### config.mk
export PLATFORM = sky130hd
export DESIGN_NAME = addsub_arbiter
export DESIGN_NICKNAME = d
export VERILOG_FILES = /design/src/rtl/alu_pkg.sv /design/src/rtl/addsub_core.sv /design/src/rtl/addsub_arbiter.sv
export SDC_FILE = /design/constraint.sdc
export NUM_CORES = 1
export LEC_CHECK = 0
export CAP_MARGIN = 20
export CELL_PAD_IN_SITES_DETAIL_PLACEMENT = 1
export CELL_PAD_IN_SITES_GLOBAL_PLACEMENT = 2
export CORE_MARGIN = 5
export CORE_UTILIZATION = 25
export CTS_BUF_LIST = sky130_fd_sc_hd__clkbuf_2 sky130_fd_sc_hd__clkbuf_4 sky130_fd_sc_hd__clkbuf_8
export DETAILED_ROUTE_END_ITERATION = 7
export PLACE_DENSITY = 0.9
export SETUP_SLACK_MARGIN = 0.2
export SYNTH_ARGS = -nofsm -noshare
export SYNTH_HDL_FRONTEND = slang
export SYNTH_SLANG_ARGS = --single-unit
### constraint.sdc
create_clock -name clk -period 5.6 [get_ports clk]
set_input_delay 1.12 -clock clk [delete_from_list [all_inputs] [get_ports clk]]
set_output_delay 1.12 -clock clk [all_outputs]
set_load 0.01 [all_outputs]
### src/rtl/alu_pkg.sv
// Shared ALU constants: default datapath width, requester IDs, and the
// output-register state encoding used by addsub_arbiter.
package alu_pkg;

  localparam int WIDTH_DEF = 64;

  localparam logic REQ0 = 1'b0;
  localparam logic REQ1 = 1'b1;

  // The response register is either empty or holding one result.
  typedef enum logic {
    ST_EMPTY = 1'b0,
    ST_FULL  = 1'b1
  } rsp_state_e;

endpackage : alu_pkg

### src/rtl/addsub_core.sv
// Combinational WIDTH-bit add/subtract: result = a + (sub ? ~b : b) + sub,
// with carry-out (1 = no borrow on subtract) and two's-complement overflow.
module addsub_core #(
  parameter int WIDTH = 64
) (
  input  logic [WIDTH-1:0] a,
  input  logic [WIDTH-1:0] b,
  input  logic             sub,
  output logic [WIDTH-1:0] result,
  output logic             carry,
  output logic             overflow
);

  logic [WIDTH-1:0] b_x;
  logic [WIDTH:0]   sum;

  assign b_x = sub ? ~b : b;
  assign sum = {1'b0, a} + {1'b0, b_x} + {{WIDTH{1'b0}}, sub};

  assign result = sum[WIDTH-1:0];
  assign carry  = sum[WIDTH];

  // Overflow: both addends share a sign and the result's sign differs.
  assign overflow = (a[WIDTH-1] == b_x[WIDTH-1]) && (result[WIDTH-1] != a[WIDTH-1]);

endmodule : addsub_core

### src/rtl/addsub_arbiter.sv
// Two-requester arbiter sharing one add/sub datapath with a single registered,
// backpressured response. Define ADDSUB_ARB_RR_EN for round-robin tie-break;
// otherwise requester 0 wins every tie.
//
// Handshake: a request transfers on an edge where reqN_valid && reqN_ready;
// the response is consumed on an edge where rsp_valid && rsp_ready. Requesters
// keep valid and operands stable until ready; readies never depend on operands.
module addsub_arbiter
  import alu_pkg::*;
#(
  parameter int WIDTH = WIDTH_DEF
) (
  input  logic             clk,
  input  logic             rst_n,

  input  logic             req0_valid,
  output logic             req0_ready,
  input  logic [WIDTH-1:0] req0_a,
  input  logic [WIDTH-1:0] req0_b,
  input  logic             req0_sub,

  input  logic             req1_valid,
  output logic             req1_ready,
  input  logic [WIDTH-1:0] req1_a,
  input  logic [WIDTH-1:0] req1_b,
  input  logic             req1_sub,

  output logic             rsp_valid,
  input  logic             rsp_ready,
  output logic             rsp_id,
  output logic [WIDTH-1:0] rsp_result,
  output logic             rsp_carry,
  output logic             rsp_overflow
);

  rsp_state_e       state_q, state_d;
  logic             rsp_id_q, rsp_id_d;
  logic [WIDTH-1:0] result_q, result_d;
  logic             carry_q, carry_d;
  logic             ovf_q, ovf_d;

  logic             any_valid;
  logic             tie_winner;
  logic             grant;
  logic             can_accept;
  logic             xfer;

  logic [WIDTH-1:0] mux_a, mux_b;
  logic             mux_sub;
  logic [WIDTH-1:0] core_result;
  logic             core_carry;
  logic             core_ovf;

  // ---------------------------------------------------------------- arbiter
  assign any_valid = req0_valid || req1_valid;

`ifdef ADDSUB_ARB_RR_EN
  logic last_grant_q, last_grant_d;

  always_comb begin
    last_grant_d = last_grant_q;
    if (xfer) begin
      last_grant_d = grant;
    end
  end

  // Reset to REQ1 so the first tie after reset goes to requester 0.
  always_ff @(posedge clk) begin
    if (!rst_n) begin
      last_grant_q <= REQ1;
    end else begin
      last_grant_q <= last_grant_d;
    end
  end

  assign tie_winner = ~last_grant_q;
`else
  assign tie_winner = REQ0;
`endif

  always_comb begin
    grant = REQ0;
    if (req0_valid && !req1_valid) begin
      grant = REQ0;
    end else if (req1_valid && !req0_valid) begin
      grant = REQ1;
    end else if (req0_valid && req1_valid) begin
      grant = tie_winner;
    end
  end

  assign can_accept = (state_q == ST_EMPTY) || rsp_ready;

  // rst_n gates the readies so nothing is accepted while reset is applied.
  assign req0_ready = rst_n && can_accept && req0_valid && (grant == REQ0);
  assign req1_ready = rst_n && can_accept && req1_valid && (grant == REQ1);
  assign xfer       = rst_n && can_accept && any_valid;

  // -------------------------------------------------------- grant mux + core
  always_comb begin
    mux_a   = req0_a;
    mux_b   = req0_b;
    mux_sub = req0_sub;
    if (grant == REQ1) begin
      mux_a   = req1_a;
      mux_b   = req1_b;
      mux_sub = req1_sub;
    end
  end

  addsub_core #(
    .WIDTH (WIDTH)
  ) u_core (
    .a        (mux_a),
    .b        (mux_b),
    .sub      (mux_sub),
    .result   (core_result),
    .carry    (core_carry),
    .overflow (core_ovf)
  );

  // --------------------------------------------------------- output register
  always_comb begin
    state_d  = state_q;
    rsp_id_d = rsp_id_q;
    result_d = result_q;
    carry_d  = carry_q;
    ovf_d    = ovf_q;
    case (state_q)
      ST_EMPTY: begin
        if (xfer) begin
          state_d = ST_FULL;
        end
      end
      ST_FULL: begin
        if (xfer) begin
          state_d = ST_FULL;
        end else if (rsp_ready) begin
          state_d = ST_EMPTY;
        end
      end
      default: state_d = ST_EMPTY;
    endcase
    if (xfer) begin
      rsp_id_d = grant;
      result_d = core_result;
      carry_d  = core_carry;
      ovf_d    = core_ovf;
    end
  end

  always_ff @(posedge clk) begin
    if (!rst_n) begin
      state_q  <= ST_EMPTY;
      rsp_id_q <= REQ0;
      result_q <= '0;
      carry_q  <= 1'b0;
      ovf_q    <= 1'b0;
    end else begin
      state_q  <= state_d;
      rsp_id_q <= rsp_id_d;
      result_q <= result_d;
      carry_q  <= carry_d;
      ovf_q    <= ovf_d;
    end
  end

  assign rsp_valid    = (state_q == ST_FULL);
  assign rsp_id       = rsp_id_q;
  assign rsp_result   = result_q;
  assign rsp_carry    = carry_q;
  assign rsp_overflow = ovf_q;

endmodule : addsub_arbiter

**Word level (Yosys, flattened, before mapping)**

Cells that the tools add are included.

- Bits in registers: 68
- Bits of input ports: 263
- Output and inout bits: 70
- Logic and storage cells: 35

- Add/sub/neg operators: 2
- Equality and inequality tests: 2
- Mux-type cells: 10
- Bitwise logic cells: 3
- Reduce and logical (&&, ||, !) cells: 13

Operators with widths:

| operator | count |
|---|---|
| 2-to-1 mux 64 bit | 3 |
| adder 64 x 64 -> 65 bit | 1 |
| adder 65 x 1 -> 65 bit | 1 |
| NOT 64 bit | 1 |
| logical AND 1 bit | 9 |
| 2-to-1 mux 1 bit | 6 |
| zero test 1 bit | 2 |
| logical OR 1 bit | 2 |
| NOT 1 bit | 2 |
| one-hot mux 1 bit (2 select lines) | 1 |
| equality test 1 bit | 1 |
| inequality test 1 bit | 1 |

**Longest topological paths before layout**

Gate-level depths: netlist of run 1.

- Word-level depth: 11
- Depth in mapped cells: 18
- Mapped depth without buffers: 14

**Hierarchy**

Synthesis of run 1 repeated with hierarchy kept, for this count alone.

- Cells, all modules: 1074
- Area, all modules: 8787.2 um^2

By module, submodules not included:

| module | instances | cells each | area each (um^2) | seq. area each (um^2) |
|---|---|---|---|---|
| addsub_core | 1 | 632 | 4428.0 | 0.0 |
| addsub_arbiter | 1 | 442 | 4359.2 | 1361.3 |

**Least setup slack after synthesis of run 1**

OpenSTA, ideal clock, no wires.

- Kind: input to register
- From: input port req0_valid
- To: register result_q[56] (netlist: rsp_result[56])
- Library setup time: 0.120 ns
- Arrival time: 4.802 ns
- Setup slack: 0.678 ns
- Stages on the path: 17
- Cell sequence: nand2b_1 > buf_4 > mux2i_1 > clkbuf_1 > clkbuf_1 > xor2_1 > fa_1 > a21o_1 > a221o_1 > nand3_1 > a311oi_1 > nor2_1 > o211a_1 > o21ai_1 > a31oi_1 > o21ai_0 > a211o_1

- Word-level cells in the longest chain between the ends: 9

RTL lines:

| element | line | source |
|---|---|---|
| start, declared | addsub_arbiter.sv:16 | `input logic req0_valid,` |
| zero test 1 bit | addsub_arbiter.sv:85 | `end else if (req1_valid && !req0_valid) begin` |
| logical AND 1 bit | addsub_arbiter.sv:85 |  |
| 2-to-1 mux 1 bit | addsub_arbiter.sv:85 |  |
| 2-to-1 mux 1 bit | addsub_arbiter.sv:83 | `if (req0_valid && !req1_valid) begin` |
| 2-to-1 mux 64 bit | addsub_arbiter.sv:104 | `if (grant == REQ1) begin` |
| NOT 64 bit | addsub_core.sv:17 | `assign b_x = sub ? ~b : b;` |
| 2-to-1 mux 64 bit | addsub_core.sv:17 |  |
| adder 64 x 64 -> 65 bit | addsub_core.sv:18 | `assign sum = {1'b0, a} + {1'b0, b_x} + {{WIDTH{1'b0}}, sub};` |
| adder 65 x 1 -> 65 bit | addsub_core.sv:18 |  |
| end signal, assigned | addsub_arbiter.sv:162 | `result_q <= result_d;` |
| end, declared | addsub_arbiter.sv:38 | `logic [WIDTH-1:0] result_q, result_d;` |

Several ways; a longest one is shown, not always the timed one.
A chain may end at the register's enable or synchronous reset.

**Worst setup path after layout of run 1**

- From: input port req0_valid
- To: register ovf_q (netlist: rsp_overflow)

- Word-level cells in the longest chain between the ends: 11

RTL lines:

| element | line | source |
|---|---|---|
| zero test 1 bit | addsub_arbiter.sv:85 |  |
| logical AND 1 bit | addsub_arbiter.sv:85 |  |
| 2-to-1 mux 1 bit | addsub_arbiter.sv:85 |  |
| 2-to-1 mux 1 bit | addsub_arbiter.sv:83 |  |
| 2-to-1 mux 64 bit | addsub_arbiter.sv:104 |  |
| NOT 64 bit | addsub_core.sv:17 |  |
| 2-to-1 mux 64 bit | addsub_core.sv:17 |  |
| adder 64 x 64 -> 65 bit | addsub_core.sv:18 |  |
| adder 65 x 1 -> 65 bit | addsub_core.sv:18 |  |
| inequality test 1 bit | addsub_core.sv:24 | `assign overflow = (a[WIDTH-1] == b_x[WIDTH-1]) && (result[WIDTH-1] != a[WIDTH-1]);` |
| logical AND 1 bit | addsub_core.sv:24 |  |
| end signal, assigned | addsub_arbiter.sv:164 | `ovf_q <= ovf_d;` |
| end, declared | addsub_arbiter.sv:40 | `logic ovf_q, ovf_d;` |

Several ways; a longest one is shown, not always the timed one.

==> metrics.csv, run 1 <==
metric,value,unit
outcome,finished clean,
start_util,0.2526,
worstPathRequired,5.81,ns
crit_type,input pin to flip-flop,
vias,8983,
synth_area_leader_cell,dfxtp_1,
cp_max_fo,21,
syn_to_final_growth,51.96,%
min_period,5.253,ns
insertion_delay,0.36,ns
total_power,0.003017,W
worstMarginPinSlew,1.033,ns
drtPass1Iterations,5,
grt_start_max_net_pins,74,
reg2regPathDepth,6,
postCtsHoldBufs,0,
hpwl,27150,um
drive_above_1_share,0.1058,
grt_pass1_vias,9597,
core,32450,um2
ys_seq_elements,68,
synth_area_leaders,"dfxtp_1 17%, ha_1 9.6%, xor2_1 9.3%",
maxSlewViolCount,0,
synth-seq-area-share,0.1660,
cts-root-buf,clkbuf_8,
hold_path_class,flip-flop to flip-flop,
synthesis.nets,1375,
cts.sinks,68,
cts_tree,yes,
async_reset_ff_frac,0,
syn_inst,1048,
num_antenna_cells,0,
fin_tns_setup,0,ns
rsz0062_at_grt,true,
num_io_pins,333,
maxCapViolCount,0,
timing.fmax,190.4,MHz
hold_viol,0,
cts_buffer_depth,2,
wire_per_inst,17.98,um
syn_area_per_cell,7.824,um2
pwr_density_cell,242.1,nW/um2
synthFlopType,dfxtp_1,
synth_edf_count,0,
ant_nets,0,
wirelength,32580,um
netlist_area,8199,um2
grt_pass1_wl,50030,um
die_h,191.1,um
start_kind,input pin,
slew_headroom,0.3107,
place.gp.congestion,0.8871,
yosysTopAreaCellShare,0.1660,
finalSetupViolCount,0,
port_buffers,332,
cp-end-kind,flip-flop,
max-vdd-ir-drop,0.09490,mV
fin_nets,1692,
rows,66,
cts_buffers,9,
fin_worst_skew,0.01684,ns
groute.usage.overall,0.1696,
min_period_over_period,0.9380,
drcViolationCount,0,
hold_depth,2,
yosysWarnings,0,
grt-ovfl-total,0,
htree_levels,3,
vias_per_cell,4.958,
ys_types,64,
worst_ep_arrival_time,5.46,ns
dieArea,36520,um2
drtIter0Drc,412,
cts.reportedPaths.clkPinSlew,0.08,ns
filler_cell_count,3844,
grt_antenna_before_repair,0,
power_leakage,5.276,nW
die_w,191.1,um
==> cell usage after synthesis, types with 28 or more instances <==
library cell  count
nor2_1           37
a21o_1           39
clkbuf_1         58
nand3_1          49
nand2_1          97
mux2i_1          68
xor2_1           87
and2_1           28
mux2_2           63
o21ai_0          79
xnor2_1          33
dfxtp_1          68
a21oi_1          80
ha_1             63
==> stage by stage <==
| stage | setup WS, ns | std cells | instance area [um2] | hold slack (ns) | util |
|---|---|---|---|---|---|
| floorplan | 0.6783 | 1048 | 8199 | 0.4737 | - |
| global placement | 0.01706 | 1793 | 12200 | 0.4410 | 0.3760 |
| detailed placement | -0.05097 | 1793 | 12200 | 0.4513 | 0.3760 |
| CTS | 0.3554 | 1809 | 12400 | 0.4600 | 0.3822 |
| global route | 0.1082 | 1812 | 12460 | 0.4871 | 0.3839 |
| finish | 0.3474 | 1812 | 12460 | 0.4540 | 0.3839 |
==> report_power, final <==
group	internal [W]	leakage, nW	total (W)	switching, W
Combinational	0.000940	4.61	0.00194	0.00100
Clock	0.000228	0.107	0.000443	0.000215
Sequential	0.000581	0.561	0.000634	0.0000525
Total	0.00175	5.28	0.00302	0.00127
==> worst paths after layout <==
path | startpoint | end | slack (ns)
setup / recovery | req0_valid | rsp_overflow | 0.35
hold / removal | rsp_result[22] | rsp_result[22] | 0.45
setup reg to reg | rsp_valid | rsp_result[15] | 3.25
hold reg to reg | rsp_result[22] | rsp_result[22] | 0.45
==> routing by layer <==
metal / global-route usage / share of wire / vias to the layer above
li1: - / - / 4423
met1: 0.2083 / 0.43 / 4269
met2: 0.3004 / 0.48 / 264
met3: 0.03963 / 0.069 / 27
met4: 0.03978 / 0.016 / 0
met5: 0 / 0 / -
==> flip-flops by register name, indices dropped and copies added, names as in the netlist <==
register      count
rsp_result       64
rsp_carry         1
rsp_id            1
rsp_overflow      1
rsp_valid         1
==> cells by family after synthesis <==
group                      after synthesis  share of synthesized area
AOI/OAI and AO/OA                      296                     0.2284
and+or+nand+nor                        278                     0.1645
adders and majority gates               64                    0.09858
muxes                                  132                     0.1712
xor gates and xnor gates               120                     0.1282
DFF                                     68                     0.1660
buffers and inverters                   90                    0.04303
==> cell usage in the layout, fill, tap and decap left out, types with 8 or more instances in the layout <==
cell type,instances
mux2_2,63
nand4_1,18
nand2_1,97
buf_4,43
or3_1,8
a21oi_1,77
a21boi_0,8
mux2i_1,67
clkdlybuf4s50_1,331
nand3_1,49
xnor2_1,33
o21ai_1,10
a31oi_1,12
o21bai_1,12
o21ai_0,78
a21o_1,39
and3_1,16
xor2_1,87
dfxtp_1,68
clkbuf_8,10
ha_1,63
and2_1,28
nor2_1,35
inv_1,16
o211ai_1,8
==> layout make-up <==
cell class / instances / area, um2 / area share
multi-input cells: 890 / 6543 / 0.5251
repair buffers: 380 / 3741 / 0.3003
flip-flops and latches: 68 / 1361 / 0.1093
well taps: 442 / 553.0 / 0.04439
clock buffers: 12 / 152.6 / 0.01225
inverters: 16 / 60.06 / 0.004820
clock inverters: 4 / 48.80 / 0.003916
==> worst max-delay path, stage by stage <==
cell             delay [ns]
clkdlybuf4s50_1        0.50
nand2b_4               0.21
buf_12                 0.20
buf_4                  0.17
mux2_2                 0.35
ha_1                   0.41
a21oi_2                0.22
o21ai_0                0.13
or3_1                  0.43
a21oi_4                0.21
o21bai_2               0.16
a41oi_4                0.33
o2bb2ai_1              0.18
o41ai_2                0.40
buf_4                  0.19
xor2_1                 0.16
o31ai_1                0.08
==> what timing repair did <==
| item | in CTS | in global routing |
|---|---|---|
| endpoints found under the hold margin | 0 | 0 |
| buffers inserted | 0 | 3 |
| setup endpoints to repair | 0 | 8 |
| resized for setup | 0 | 7 |
No activity file was read; power rests on OpenSTA's default activity.
==> run 2, diff against run 1 <==
Clock period 5.6 ns to 4.9 ns, I/O delays scaled along.
==> metrics.csv, run 2 (same netlist as run 1, synthesis figures left out) <==
metric,value,unit
ant_nets,0,
worstMarginPinSlew,1.004,ns
vias,9907,
max-vdd-ir-drop,0.1290,mV
cts_buffer_depth,2,
cts-root-buf,clkbuf_8,
maxCapViolCount,0,
fin_worst_skew,0.01004,ns
worst_ep_arrival_time,4.74,ns
num_io_pins,333,
final_cell_mix,"329 x clkdlybuf4s50_1, 239 x buf_4, 97 x nand2_1",
rsz0062_at_grt,false,
grt-ovfl-total,0,
drive_above_1_share,0.2359,
final_common_cell,clkdlybuf4s50_1,
min_period,4.523,ns
largest_register_ffs,64,
maxSlewViolCount,0,
wirelength,37880,um
die_w,191.1,um
finalSetupViolCount,0,
wire_per_inst,18.80,um
instances_no_fill,2015,
hold_viol,0,
htree_levels,3,
dieArea,36520,um2
cp-end-kind,flip-flop,
timing.rr.start,rsp_valid,
drtPass1Iterations,4,
cp_max_fo,7,
hold_ws,0.4650,ns
min_period_over_period,0.9230,
core,32450,um2
fin_nets,1895,
cts.sinks,68,
worstPathRequired,5.11,ns
grt_start_max_net_pins,93,
placedCellCount,1980,
vias_per_cell,4.917,
syn_to_final_growth,73.51,%
grt_pass1_wl,57420,um
insertion_delay,0.37,ns
setup.worst_path.start,req0_valid,
path_cells,dlygate4sd2_1 > nand2b_4 > mux2i_4 > buf_12 > xor2_1 > ha_1 > nand4_1 > or3_4 > a311oi_4 > nor2_1 > buf_4 > o211a_1 > o21ai_0 > buf_4 > xnor2_1 > o21ai_0,
slew_headroom,0.3307,
hpwl,31250,um
drcViolationCount,0,
grt_antenna_before_repair,0,
cts.reportedPaths.clkPinSlew,0.09,ns
start_kind,input pin,
hold_path_class,flip-flop to flip-flop,
crit_type,input pin to flip-flop,
num_antenna_cells,0,
cpPeakStageDelay,0.43,ns
die_h,191.1,um
cts_buffers,9,
groute.usage.overall,0.1966,
pwr_density_cell,285.0,nW/um2
grt_pass1_vias,10730,
start_util,0.2526,
power_leakage,6.314,nW
worstHoldStart,rsp_result[22],
cts_tree,yes,
rows,66,
port_buffers,332,
drtIter0Drc,322,
outcome,finished clean,
timing.fmax,221.1,MHz
filler_cell_count,3868,
place.gp.congestion,0.9268,
worst_path_max_delay_cell,or3_4,
## run 2: where the power goes
group / total [W] / internal [W] / switching (W)
Clock: 0.000542 / 0.000268 / 0.000274
Sequential: 0.000729 / 0.000665 / 0.0000648
Combinational: 0.00278 / 0.00146 / 0.00132
Total: 0.00405 / 0.00239 / 0.00166
## run 2: what timing repair did
| action | in CTS | in global routing |
|---|---|---|
| pin swaps | 11 | 8 |
| hold buffers | 0 | 0 |
| setup endpoints to repair | 27 | 16 |
| gates cloned | 1 | 0 |
| resized for setup | 31 | 22 |
| buffers inserted | 14 | 4 |
## run 2: metrics by stage
stage / total power [W] / setup TNS (ns) / cell area, um2 / util / setup slack, ns
2_1_floorplan: 0.002017 / 0 / 8202 / - / 0.2081
3_3_place_gp: 0.003348 / -5.054 / 13610 / 0.4193 / -0.2852
3_5_place_dp: 0.003412 / -8.654 / 13610 / 0.4193 / -0.4126
4_1_cts: 0.004036 / 0 / 14100 / 0.4344 / 0.3538
5_1_grt: 0.004327 / 0 / 14230 / 0.4384 / 0.1639
6_report: 0.004055 / 0 / 14230 / 0.4384 / 0.3774
## run 2: path summary, 6_finish.rpt
check,to,slack [ns],depth (start not counted)
hold / removal,rsp_result[22],0.47,2
hold reg to reg,rsp_result[22],0.47,2
setup / recovery,rsp_result[50],0.38,16
setup reg to reg,rsp_result[8],2.49,6
## run 2: layout make-up
cell class | count | area [um2] | area share
clock buffer | 12 | 158.9 | 0.01117
clock inverter | 4 | 47.55 | 0.003342
inverter | 16 | 60.06 | 0.004222
multi-input combinational | 890 | 6699 | 0.4709
sequential | 68 | 1361 | 0.09569
tap | 442 | 553.0 | 0.03887
timing repair buffer | 583 | 5346 | 0.3758
## run 2: critical path: cells and delay by family
| family | cells | cell delay [ns] |
|---|---|---|
| buf+inv | 4 | 0.78 |
| simple gates | 4 | 0.92 |
| fa+ha+maj | 1 | 0.40 |
| xor+xnor | 2 | 0.22 |
| compound gates | 4 | 1.05 |
| mux | 1 | 0.38 |
## run 2: layer usage
| metal | global-route usage | vias up | routed length (um) |
|---|---|---|---|
| met1 | 0.2289 | 4769 | 15540 |
| met2 | 0.3692 | 257 | 19590 |
| li1 | - | 4834 | - |
| met4 | 0.05028 | 0 | 835 |
| met5 | 0 | - | 0 |
| met3 | 0.03616 | 47 | 1917 |
